## src/rtl/serializer_if.sv

```systemverilog
// serializer_if: word handshake between the sample source and the serializer
interface serializer_if #(
    parameter int WIDTH = 16
);
    logic [WIDTH-1:0] data_in;
    logic             data_valid;
    logic             data_ready;

    modport master (output data_in, data_valid, input data_ready);
    modport slave  (input data_in, data_valid, output data_ready);
endinterface

```

## src/rtl/serializer.sv

```systemverilog
// serializer: double-buffered MSB-first word-to-bit serializer for the audio output
module serializer #(
    parameter int WIDTH = 16
) (
    input  logic          clock,
    input  logic          reset_n,
    input  logic          enable,
    serializer_if.slave   bus,
    output logic          pdm_o,
    output logic          aud_sd_o,
    output logic          word_done,
    output logic          underrun
);
    localparam int CW = $clog2(WIDTH);
    localparam logic [CW-1:0] LAST = CW'(WIDTH - 1);
    localparam logic [CW-1:0] PENULT = CW'(WIDTH - 2);

    typedef enum logic [1:0] {IDLE, RUN, STARVE} state_t;

    state_t           state;
    logic [WIDTH-1:0] buf_q;
    logic             buf_full;
    logic [WIDTH-1:0] sh;
    logic [CW-1:0]    cnt;
    logic             load;

    assign bus.data_ready = ~buf_full;
    assign load = enable && buf_full && (state != RUN || cnt == LAST);

    // holding buffer: accepts whenever empty, emptied only by a load into the shifter
    always_ff @(posedge clock or negedge reset_n) begin
        if (!reset_n) begin
            buf_q    <= '0;
            buf_full <= 1'b0;
        end else if (load) begin
            buf_full <= 1'b0;
        end else if (bus.data_valid && !buf_full) begin
            buf_q    <= bus.data_in;
            buf_full <= 1'b1;
        end
    end

    // shifter FSM with registered serial output, word strobe and sticky underrun
    always_ff @(posedge clock or negedge reset_n) begin
        if (!reset_n) begin
            state     <= IDLE;
            sh        <= '0;
            cnt       <= '0;
            pdm_o     <= 1'b0;
            aud_sd_o  <= 1'b0;
            word_done <= 1'b0;
            underrun  <= 1'b0;
        end else begin
            aud_sd_o <= enable;
            if (!enable) begin
                state     <= IDLE;
                cnt       <= '0;
                pdm_o     <= 1'b0;
                word_done <= 1'b0;
                underrun  <= 1'b0;
            end else if (load) begin
                state     <= RUN;
                sh        <= buf_q;
                cnt       <= '0;
                pdm_o     <= buf_q[WIDTH-1];
                word_done <= 1'b0;
            end else begin
                case (state)
                    RUN: begin
                        if (cnt == LAST) begin
                            state     <= STARVE;
                            underrun  <= 1'b1;
                            pdm_o     <= 1'b0;
                            word_done <= 1'b0;
                        end else begin
                            sh        <= sh << 1;
                            pdm_o     <= sh[WIDTH-2];
                            cnt       <= cnt + CW'(1);
                            word_done <= (cnt == PENULT);
                        end
                    end
                    STARVE: begin
                        pdm_o     <= ~pdm_o;
                        word_done <= 1'b0;
                    end
                    default: begin
                        pdm_o     <= 1'b0;
                        word_done <= 1'b0;
                    end
                endcase
            end
        end
    end
endmodule
```

## src/flat_wrapper.sv

```systemverilog
// flat-port wrapper written by rule: the top's interface ports become plain ports
module serializer_flat 
#(
    parameter int WIDTH = 16
)
  (clock, reset_n, enable, pdm_o, aud_sd_o, word_done, underrun, bus_data_in, bus_data_valid, bus_data_ready);
  serializer_if #(.WIDTH(WIDTH)) bus_i ();
  input  logic clock;
  input  logic reset_n;
  input  logic enable;
  output logic pdm_o;
  output logic aud_sd_o;
  output logic word_done;
  output logic underrun;
  input wire logic [$bits(bus_i.data_in)-1:0] bus_data_in;
  input wire logic [$bits(bus_i.data_valid)-1:0] bus_data_valid;
  output wire logic [$bits(bus_i.data_ready)-1:0] bus_data_ready;
  assign bus_i.data_in = bus_data_in;
  assign bus_i.data_valid = bus_data_valid;
  assign bus_data_ready = bus_i.data_ready;
  serializer #(.WIDTH(WIDTH)) u_core (.clock(clock), .reset_n(reset_n), .enable(enable), .bus(bus_i), .pdm_o(pdm_o), .aud_sd_o(aud_sd_o), .word_done(word_done), .underrun(underrun));
endmodule
```

## config.mk

```make
export PLATFORM = sky130hd
export DESIGN_NAME = serializer_flat
export DESIGN_NICKNAME = d
export VERILOG_FILES = /design/src/rtl/serializer_if.sv /design/src/rtl/serializer.sv /design/src/flat_wrapper.sv
export SDC_FILE = /design/constraint.sdc
export NUM_CORES = 1
export LEC_CHECK = 0
export BUFFER_PORTS_ARGS = -buffer_cell sky130_fd_sc_hd__buf_2
export CAP_MARGIN = 20
export CORE_AREA = 2 2 68 70
export CTS_CLUSTER_DIAMETER = 60
export DETAILED_ROUTE_END_ITERATION = 12
export DIE_AREA = 0 0 70 72
export GPL_TIMING_DRIVEN = 0
export PLACE_DENSITY = 0.75
export SKIP_LAST_GASP = 1
export SYNTH_ARGS = -nofsm -noshare
export SYNTH_HDL_FRONTEND = slang
export SYNTH_SLANG_ARGS = --single-unit
```

## constraint.sdc

```tcl
create_clock -name clock -period 2.7 [get_ports clock]
set_clock_uncertainty 0.1 [all_clocks]
set_input_delay 0.27 -clock clock [delete_from_list [all_inputs] [get_ports clock]]
set_output_delay 0.27 -clock clock [all_outputs]
set_load 0.01 [all_outputs]
```

==> metrics.txt, run 1 <==
status=complete, no violations; Synth area leader=dfrtp_1; Worst R2R Path Depth=6; fraction of the cycle the final worst path needs=0.7544; hold-fix buffers at CTS=0; register area=1051 sq um; Die Footprint=5040 sq um; Initial DRT Pass Iterations=4; Nets=just over 200; Routed WL=approximately 3.5 mm; CTS buffer count=5; reg2reg end=u_core.sh[9]$_DFFE_PN0P_; Final Wtd Congestion=between 0.7 and 0.8; Placed Cells=around 220; Ant. Diodes=0; Distinct cells, synth=28; CTS tree=yes; VDD IR max=~0.00048 V; Post-DRT Antenna Nets=0; initial core utilization=0.4352; first-pass GRT wire length=slightly above 6 mm; die width=approximately 70 microns; non-filler cells, final=between 200 and 250; Max-Cap Viols=0; largest net degree at the start of global routing=between 40 and 50; Clk pin slew, worst setup/hold paths=roughly 80 ps; power share of the combinational group=0.235; internal power=roughly 1.3 mW; worst path arrival time=2110 ps; drt initial violations=about 100; crit-path cells=ha_1 -> buf_2 -> nand2_1 -> clkbuf_1 -> nor3b_1 -> a221o_1; pre-CTS setup slack=around 640 ps; DR vias/cell=between 5 and 6; M1 GR Usage=0.2107; RSZ-0062 raised after global routing=false; Final Setup Violations=0; Syn Area/Cell=approximately 13 sq um; num rows=24; Worst EP required=between 2000 and 3000 ps; Multi-input gate area=718.2 sq um; Crit. End Element=flip-flop; Placed Area=between 2000 and 2500 sq um; dpl hpwl=~2.3 mm; crit-path max cell delay=approximately 430 ps; Design Power=around 1.8 mW; Die Ht=a little over 70 microns; cell area after synthesis=1856 sq um; DRC=0; FF-to-FF Start=u_core.state[0]$_DFFE_PN0P_; grt met3 use=0.05000; r2r setup slk=between 600 and 700 ps; Synth area leaders=dfrtp_1 (57%), mux2_2 (9.7%), a221o_1 (7.6%); All-Layer GR Usage=0.1555; clock power share=0.232; root buffer cell=clkbuf_8; H-Tree Depth=2; WL/cell=15.26 microns; Global Route met2 Usage=0.2455; PD cells=approximately 850 nW/um^2; final max-slew violation count=0; Hold Vio Cnt, Final=0; Final Worst Setup Slack=663.2 ps; number of placed I/O pins=25; area grow syn2layout=15.10%; register area share after synthesis=0.5664; vias after detailed routing=1,258; # clock sinks=42; area share of the largest cell type after synthesis=0.5664; critical path class=flip-flop to flip-flop; CTS max path bufs=2; layout cells sized above 1=0.3240; Switching Fraction=0.2825; P_sw=roughly 510 uW; final core utilization=0.5009; top achievable clock speed=491.0 MHz; IO Port Bufs=24; Post-Syn Nets=between 150 and 200; leakage power=approximately 0.97 nW; fillers=between 300 and 400; fin crit period=between 2000 and 2500 ps; Min Hold Slack=approximately 4.5 ps; grt total ovfl=0; setup tns final=0 ps; clk_lat worst skew=290 ps; vias in the first global route=roughly 1,300; synthesis warning total=0; Core Box Area=between 4000 and 5000 sq um; #FFs+latches synth=42; Slew @ Worst Pin=around 900 ps; setup repair bufs after CTS=0; Sequential Power Share=0.533; busiest grt layer=met2; post-route cell area=~2100 sq um; CP max-delay cell=clkbuf_1; CP max FO=10; crit path launch type=flip-flop; Slew HR=0.3892; Synth Instances=147; post-CTS resize count=0; initial antenna violation count=0; worst min path class=input port to async pin
-- cells in the final DEF (no fill, tap or decap), types with 3 or more instances in the layout --
cell,instances
a21oi_1,3
a221o_1,14
a31oi_1,3
buf_2,30
clkbuf_8,6
dfrtp_1,42
ha_1,4
inv_1,8
mux2_2,16
nand2_1,6
nand3_1,4
nor2_1,4
nor3b_1,15
o211ai_1,3
-- critical path: cells and delay by family (launching register included) --
family / cells / cell delay [ps]
flops: 1 / 410
compound gates: 1 / 280
simple gates: 2 / 310
buf+inv: 2 / 610
fa+ha+maj: 1 / 200
-- metal layers --
| metal | up-vias | routed length [microns] |
|---|---|---|
| met1 | 616 | 1723 |
| met3 | 0 | 207 |
| met2 | 34 | 1594 |
| met4 | 0 | 0 |
| li1 | 608 | - |
| met5 | - | 0 |
-- power groups by stage --
| stage | Sequential [mW] | Combinational, mW | Clock [mW] |
|---|---|---|---|
| after floorplan | 0.937 | 0.342 | 0 |
| final | 0.967 | 0.427 | 0.421 |
| after detailed placement | 0.975 | 0.433 | 0 |
| after global routing | 0.998 | 0.473 | 0.459 |
| after global placement | 0.972 | 0.418 | 0 |
| after CTS | 0.965 | 0.433 | 0.434 |
-- worst max path at each step --
stage / start / to / slack [ps] / cells after the start
6_report: u_core.state[0]$_DFFE_PN0P_ / u_core.sh[9]$_DFFE_PN0P_ / 660 / 6
5_1_grt: u_core.state[0]$_DFFE_PN0P_ / u_core.sh[5]$_DFFE_PN0P_ / 490 / 6
4_1_cts: u_core.state[0]$_DFFE_PN0P_ / u_core.sh[9]$_DFFE_PN0P_ / 630 / 6
3_5_place_dp: u_core.state[0]$_DFFE_PN0P_ / u_core.sh[10]$_DFFE_PN0P_ / 640 / 6
3_3_place_gp: u_core.state[0]$_DFFE_PN0P_ / u_core.sh[5]$_DFFE_PN0P_ / 660 / 6
2_1_floorplan: u_core.cnt[0]$_DFFE_PN0P_ / u_core.sh[10]$_DFFE_PN0P_ / 930 / 6
-- flip-flops by register name (all words and copies together), names as in the netlist, 2 cells and up --
signal / cells
u_core.buf_q: 16
u_core.state: 2
u_core.sh: 15
u_core.cnt: 4
-- logic make-up (layout without fill, tap and decap cells) --
| kind of cell | count (synthesis) | count (layout) | synth area share |
|---|---|---|---|
| buffers and inverters | 17 | 49 | 0.04653 |
| AO/OA/AOI/OAI | 32 | 32 | 0.1470 |
| XOR/XNOR | 1 | 1 | 0.004721 |
| flip-flops | 42 | 42 | 0.5664 |
| AND/OR/NAND/NOR | 35 | 35 | 0.1113 |
| multiplexers | 16 | 16 | 0.09710 |
| adder cells (fa/ha/maj) | 4 | 4 | 0.02697 |
-- layout make-up --
cell class,instances,area share
buffer,9,0.02636
clock buffer,6,0.03866
clock inverter,2,0.005858
inverter,8,0.01406
multi-input combinational,88,0.3363
sequential,42,0.4921
tap,52,0.03046
timing repair buffer,24,0.05624
-- Yosys cell counts, drive strengths merged --
cell    count
o21a        2
o21ai       2
inv         8
a22o        1
nand3       4
or4         1
nor2        4
nor3b      15
mux2       16
o211ai      3
a31oi       3
a221o      14
clkbuf      1
a21oi       4
dfrtp      42
and3        2
nand2       6
nor3        2
buf         8
nor2b       1
xor2        1
o211a       1
ha          4
a32o        1
o22ai       1
(Power assumes the default switching activity.)
==> inputs of run 2 (changes only) <==
--- a/config.mk
+++ b/config.mk
@@ -12,7 +12,7 @@
 export DETAILED_ROUTE_END_ITERATION = 12
 export DIE_AREA = 0 0 70 72
 export GPL_TIMING_DRIVEN = 0
-export PLACE_DENSITY = 0.75
+export PLACE_DENSITY = 0.77
 export SKIP_LAST_GASP = 1
 export SYNTH_ARGS = -nofsm -noshare
 export SYNTH_HDL_FRONTEND = slang
==> constraint.sdc (replaced) <==
create_clock -name clock -period 1.7 [get_ports clock]
set_clock_uncertainty 0.1 [all_clocks]
set_input_delay 0.17 -clock clock [delete_from_list [all_inputs] [get_ports clock]]
set_output_delay 0.17 -clock clock [all_outputs]
set_load 0.01 [all_outputs]
==> run 2 against run 1 <==
The flow now finishes with violations (setup timing). Via count increased by 9.7%. Flip-flop and latch count is the same. Routed wire length increased by 12%. First-iteration DRC count is 31% lower. Largest cell class unchanged. Fmax increased by 18%. Clock power rose by 52%. Final cell count grew 8.2%. Non-clock buffer count is 21 higher. Sequential power increased by 59%. Global-route usage up 1.6 points.
==> metrics.txt, run 2 (synthesized netlist as in run 1, its figures left out) <==
status=finished, violations left; failing checks=setup timing; Initial DRT Pass Iterations=4; Worst Hold Launch=bus_data_in[0]; RSZ-0062 raised after global routing=true; CTS tree=yes; P_sw=roughly 850 uW; CP max FO=6; dpl hpwl=between 2 and 2.5 mm; CTS max path bufs=2; root buffer cell=clkbuf_8; Max-Cap Viols=0; number of placed I/O pins=25; met2 WL post-DR=1.944 mm; Clk pin slew, worst setup/hold paths=~80 ps; Top reg by flops=u_core.buf_q; leakage power=approximately 1.1 nW; Routed WL=approximately 4.0 mm; Multi-input gate area=757.0 sq um; Slew HR=0.3858; Placed Cells=223; clock power share=0.212; CTS buffer count=5; IO Port Bufs=24; Core Box Area=around 4300 sq um; top achievable clock speed=580.5 MHz; DRC=0; Setup crit start=u_core.state[1]$_DFFE_PN0P_; vias in the first global route=roughly 1,400; Min Hold Slack=around 5.0 ps; largest net degree at the start of global routing=43; crit-path max cell delay=390 ps; register area=approximately 1100 sq um; highest metal used=met4; Final Setup Violations=11; Sequential Power Share=0.509; Slew @ Worst Pin=just over 900 ps; fillers=between 300 and 400; FF-to-FF Start=u_core.state[1]$_DFFE_PN0P_; met1 wire length=1.816 mm; num rows=24; fin crit period=~1700 ps; Post-DRT Antenna Nets=0; crit-path cells=inv_1 -> ha_2 -> buf_8 -> nand2_8 -> o21a_4 -> buf_6 -> a221o_1; Die Footprint=slightly above 5000 sq um; Hold Vio Cnt, Final=0; VDD IR max=approximately 0.00082 V; commonest non-fill, non-tap cell in the layout=dfrtp_1; Die Ht=approximately 72 microns; Final Worst Setup Slack=-22.55 ps; Worst EP required=between 1500 and 2000 ps; # clock sinks=between 40 and 50; worst path arrival time=1790 ps; Crit. End Element=flip-flop; grt total ovfl=0; Nets=roughly 220; first-pass GRT wire length=a little under 7 mm; WL met3=roughly 150 microns; DR vias/cell=~5.5; Largest regs=u_core.buf_q: 16 flops, u_core.sh: 15 flops, u_core.cnt: 4 flops; Ant. Diodes=0; drt initial violations=70; Switching Fraction=0.2810; vias after detailed routing=about 1,400; H-Tree Depth=2; WL/cell=around 16 microns; final max-slew violation count=0; CP max-delay cell=dfrtp_1; max reg flops=16; Crit path buffers/inverters=3; die width=about 70 microns; fraction of the cycle the final worst path needs=1.013; area grow syn2layout=27.85%; non-filler cells, final=250; crit path launch type=flip-flop; layout cells sized above 1=0.3939; All-Layer GR Usage=0.1720; commonest cells after routing, fill and taps aside=dfrtp_1 (42), buf_2 (26), mux2_2 (16); critical path class=flip-flop to flip-flop; clk_lat worst skew=290 ps; power share of the combinational group=0.278; initial antenna violation count=0; Final Wtd Congestion=0.7110; crit-path leading delay family=compound AO/OA/AOI/OAI gates; initial core utilization=0.4352; worst min path class=input port to flip-flop; internal power=2.168 mW; PD cells=roughly 1300 nW/um^2
==> run 2: path summary, 6_finish.rpt <==
kind                                                    end  slack, ps  cells after the start
worst min-delay path            u_core.buf_q[0]$_DFFE_PN0P_          5                      2
worst max-delay path              u_core.sh[10]$_DFFE_PN0P_        -20                      7
max in group asynchronous       u_core.buf_q[0]$_DFFE_PN0P_        480                      2
worst max register to register    u_core.sh[10]$_DFFE_PN0P_        -20                      7
worst min register to register       u_core.pdm_o$_DFF_PN0_        410                      1
min in group asynchronous         u_core.aud_sd_o$_DFF_PN0_        450                      2
==> run 2: repair_timing <==
action / CTS / global route
cloned: 1 / 0
pin swaps: 4 / 8
setup endpoints to repair: 19 / 29
endpoints found under the hold margin: 46 / 1
setup buffers: 8 / 8
gates resized for setup: 5 / 9
hold buffers: 5 / 1
==> run 2: final cells by class <==
| class | count | share of cell area |
|---|---|---|
| tap | 52 | 0.02743 |
| buffer | 7 | 0.02479 |
| sequential | 42 | 0.4430 |
| timing repair buffer | 47 | 0.1366 |
| clock buffer | 6 | 0.03481 |
| multi-input combinational | 88 | 0.3191 |
| inverter | 8 | 0.01424 |
==> run 2: stage by stage <==
step / utilization / cell area (sq um) / setup slack (ps) / setup TNS (ps) / total power, mW
final: 0.5563 / 2372 / -22.55 / -118.9 / 3.015
after global routing: 0.5563 / 2372 / -119.1 / -1523 / 3.207
after CTS: 0.5329 / 2272 / -6.965 / -6.965 / 2.964
after global placement: 0.4812 / 2052 / -145.9 / -1422 / 2.208
after floorplan: - / 1867 / -8.621 / -77.59 / 2.033
after detailed placement: 0.4812 / 2052 / -190.1 / -2138 / 2.242
==> run 2: metal layers <==
metal	vias to the layer above	track usage
li1	644	-
met1	702	0.2258
met2	28	0.2794
met3	6	0.05000
met4	0	0.05342
met5	-	0
==> run 2: power by group through the flow <==
stage	clock [mW]	sequential, mW	combinational [mW]
3_3_place_gp	0	1.54	0.666
6_report	0.640	1.54	0.839
2_1_floorplan	0	1.49	0.546
3_5_place_dp	0	1.55	0.690
5_1_grt	0.706	1.58	0.920
4_1_cts	0.653	1.53	0.779
==> inputs of run 3 (changes only) <==
--- a/config.mk
+++ b/config.mk
@@ -5,14 +5,15 @@
 export SDC_FILE = /design/constraint.sdc
 export NUM_CORES = 1
 export LEC_CHECK = 0
+export ABC_AREA = 1
 export BUFFER_PORTS_ARGS = -buffer_cell sky130_fd_sc_hd__buf_2
 export CAP_MARGIN = 20
-export CORE_AREA = 2 2 68 70
+export CORE_AREA = 2 2 71 73
 export CTS_CLUSTER_DIAMETER = 60
 export DETAILED_ROUTE_END_ITERATION = 12
-export DIE_AREA = 0 0 70 72
+export DIE_AREA = 0 0 73 75
 export GPL_TIMING_DRIVEN = 0
-export PLACE_DENSITY = 0.77
+export PLACE_DENSITY = 0.76
 export SKIP_LAST_GASP = 1
 export SYNTH_ARGS = -nofsm -noshare
 export SYNTH_HDL_FRONTEND = slang
==> run 3 against run 2 <==
The flow now finishes without violations. Register-to-register slack better by 160 ps. Sequential power hardly changed. Combinational power is 66% higher. First-iteration DRC count is 17% lower. Design area is 1.6% lower. Synthesized cell count is 59% higher. Global-route usage is 0.75 points lower. Fmax is 9.2% higher. Flip-flop and latch count stayed put. Core utilization is 5.6 points lower. Setup slack better by 140 ps. Largest cell class unchanged. Largest power group unchanged.
==> metrics.txt, run 3 <==
PD cells=1580 nW/um^2; RSZ-0062 raised after global routing=false; status=complete, no violations; Synth Instances=233; All-Layer GR Usage=0.1645; CTS tree=yes; clock power share=0.200; DR vias/cell=between 4 and 5; commonest non-fill, non-tap cell in the layout=dfrtp_1; Max-Cap Viols=0; main combinational cell family by area after synthesis=simple AND/OR/NAND/NOR gates; Min Hold Slack=around 5.2 ps; setup tns final=0 ps; Clk pin slew, worst setup/hold paths=around 70 ps; num rows=25; area grow syn2layout=16.20%; Final Setup Violations=0; Final Wtd Congestion=0.7409; Core Box Area=between 4000 and 5000 sq um; Sequential Power Share=0.422; root buffer cell=clkbuf_8; crit path launch type=input port; P_sw=1.365 mW; #FFs+latches synth=42; vias in the first global route=1,557; most frequent cell after synthesis=dfrtp_1; Slew HR=0.3785; vias after detailed routing=about 1,600; Ant. Diodes=0; Die Ht=75 microns; synthesis warning total=0; Largest regs=u_core.buf_q: 16 flops, u_core.sh: 15 flops, u_core.cnt: 4 flops; CTS buffer count=5; area share of the largest cell type after synthesis=0.5234; Worst EP required=roughly 1800 ps; CTS max path bufs=2; register area share after synthesis=0.5234; mux contribution to synthesized area=0.01059; layout cells sized above 1=0.1985; # clock sinks=42; compound-cell area share of the yosys netlist=0.07103; Synth Area in Simple Gates=0.2461; worst min path class=input port to flip-flop; H-Tree Depth=2; largest net degree at the start of global routing=43; cell area after synthesis=between 2000 and 2500 sq um; EDFF count, synth=0; Die Footprint=~5500 sq um; Slew @ Worst Pin=932.2 ps; commonest cells after routing, fill and taps aside=dfrtp_1 (42), inv_1 (40), nand3_1 (40), nand2_1 (40), buf_2 (29); Hold Vio Cnt, Final=0; first-pass GRT wire length=around 7 mm; Routed WL=3.933 mm; drt initial violations=between 50 and 60; Top reg by flops=u_core.buf_q; initial antenna violation count=0; Initial DRT Pass Iterations=4; power share of the combinational group=0.377; Nets=290; Synth area leaders=dfrtp_1 (52%), nand3_1 (10%), inv_1 (7.5%); fin crit period=1578 ps; Crit. End Element=flip-flop; die width=~73 microns; Post-synth top cells=dfrtp_1 (42), inv_1 (40), nand2_1 (40), nand3_1 (40), nor2_1 (18); DRC=0; VDD IR max=0.001037 V; Post-Syn Nets=between 200 and 300; Distinct cells, synth=24; setup repair bufs after CTS=0; Syn Area/Cell=~8.6 sq um; IO Port Bufs=24; Synth area leader=dfrtp_1; leakage power=1.277 nW; XOR/XNOR Fraction of Synth Area=0.008723; WL/cell=12.25 microns; post-synthesis adder-cell area fraction=0.02492; dpl hpwl=approximately 2.7 mm; Switching Fraction=0.3705; final max-slew violation count=0; max reg flops=16; worst path arrival time=about 1700 ps; critical path class=input port to flip-flop; clk_lat worst skew=roughly 290 ps; Synth Flop Type=dfrtp_1; grt total ovfl=0; Post-DRT Antenna Nets=0; internal power=roughly 2.3 mW; initial core utilization=0.4309; async set-or-reset flop fraction in the synthesized netlist=1.000; fraction of the cycle the final worst path needs=0.9282; number of placed I/O pins=25; top achievable clock speed=633.7 MHz; CP max FO=10
[run 3: cell count changes after synthesis, moves of 14 or more]
cell     previous run  this run
nand2_1             6        40
nand3_1             4        40
mux2_2             16         1
inv_1               8        40
nor3b_1            15         0
nor2_1              4        18
a221o_1            14         0
[run 3: final timing paths]
path | startpoint | endpoint | slack [ps] | cells past startpoint
worst min register to register | u_core.buf_q[15]$_DFFE_PN0P_ | u_core.pdm_o$_DFF_PN0_ | 380 | 2
max in group asynchronous | reset_n | u_core.state[0]$_DFFE_PN0P_ | 450 | 2
worst min-delay path | bus_data_in[15] | u_core.buf_q[15]$_DFFE_PN0P_ | 5 | 2
worst max register to register | u_core.cnt[1]$_DFFE_PN0P_ | u_core.sh[12]$_DFFE_PN0P_ | 140 | 7
worst max-delay path | enable | u_core.sh[13]$_DFFE_PN0P_ | 120 | 10
min in group asynchronous | reset_n | u_core.buf_full$_DFFE_PN0P_ | 480 | 2
[run 3: final cells by class]
type | count | area, sq um
Multi-Input combinational cell | 139 | 733.2
Timing Repair Buffer | 26 | 140.1
Sequential cell | 42 | 1051
Buffer | 11 | 77.57
Fill cell | 452 | 2327
Inverter | 41 | 153.9
Tap cell | 54 | 67.56
Clock buffer | 8 | 110.1
[run 3: critical path, cell delays in order]
cell,delay (ps)
dlygate4sd3_1,530
buf_2,120
buf_4,160
nand2_4,120
inv_2,60
nand2_4,120
buf_6,160
nand2_1,80
nand3_1,80
nand2_1,50
[run 3: cell families (layout without fill, tap and decap cells)]
group | Yosys count | in the layout
muxes | 2 | 2
and+or+nand+nor | 105 | 105
buffers and inverters | 52 | 86
adders and majority gates | 4 | 4
DFF | 42 | 42
AOI/OAI and AO/OA | 26 | 26
xor gates and xnor gates | 2 | 2
[run 3: per-layer routing]
layer  up-vias  GRT usage  part of all wire
li1        796          -                 -
met1       765     0.2095              0.45
met2        35     0.2793              0.49
met3         6    0.03213             0.041
met4         0    0.06173             0.017
met5         -          0                 0
[run 3: through the flow]
step | util | worst slack [ps] | total power, mW | instance area (sq um) | instances
6_report | 0.5007 | 122.0 | 3.686 | 2333 | 321
2_1_floorplan | - | 312.0 | 2.592 | 2008 | 233
3_3_place_gp | 0.4711 | 170.9 | 2.881 | 2196 | 311
5_1_grt | 0.5007 | 35.59 | 3.990 | 2333 | 321
3_5_place_dp | 0.4711 | 128.6 | 2.947 | 2196 | 311
4_1_cts | 0.4991 | 70.90 | 3.697 | 2326 | 321
[run 3: repair_timing]
item,in CTS,in global routing
endpoints found under the hold margin,43,0
hold buffers,2,0
gates resized for setup,0,2
endpoints found under the setup margin,0,3
[run 3: power by group through the flow]
| stage | sequential (mW) | combinational, mW | clock (mW) |
|---|---|---|---|
| after floorplan | 1.53 | 1.06 | 0 |
| after global placement | 1.55 | 1.33 | 0 |
| after detailed placement | 1.57 | 1.38 | 0 |
| after CTS | 1.55 | 1.39 | 0.751 |
| after global routing | 1.60 | 1.60 | 0.788 |
| final | 1.56 | 1.39 | 0.738 |
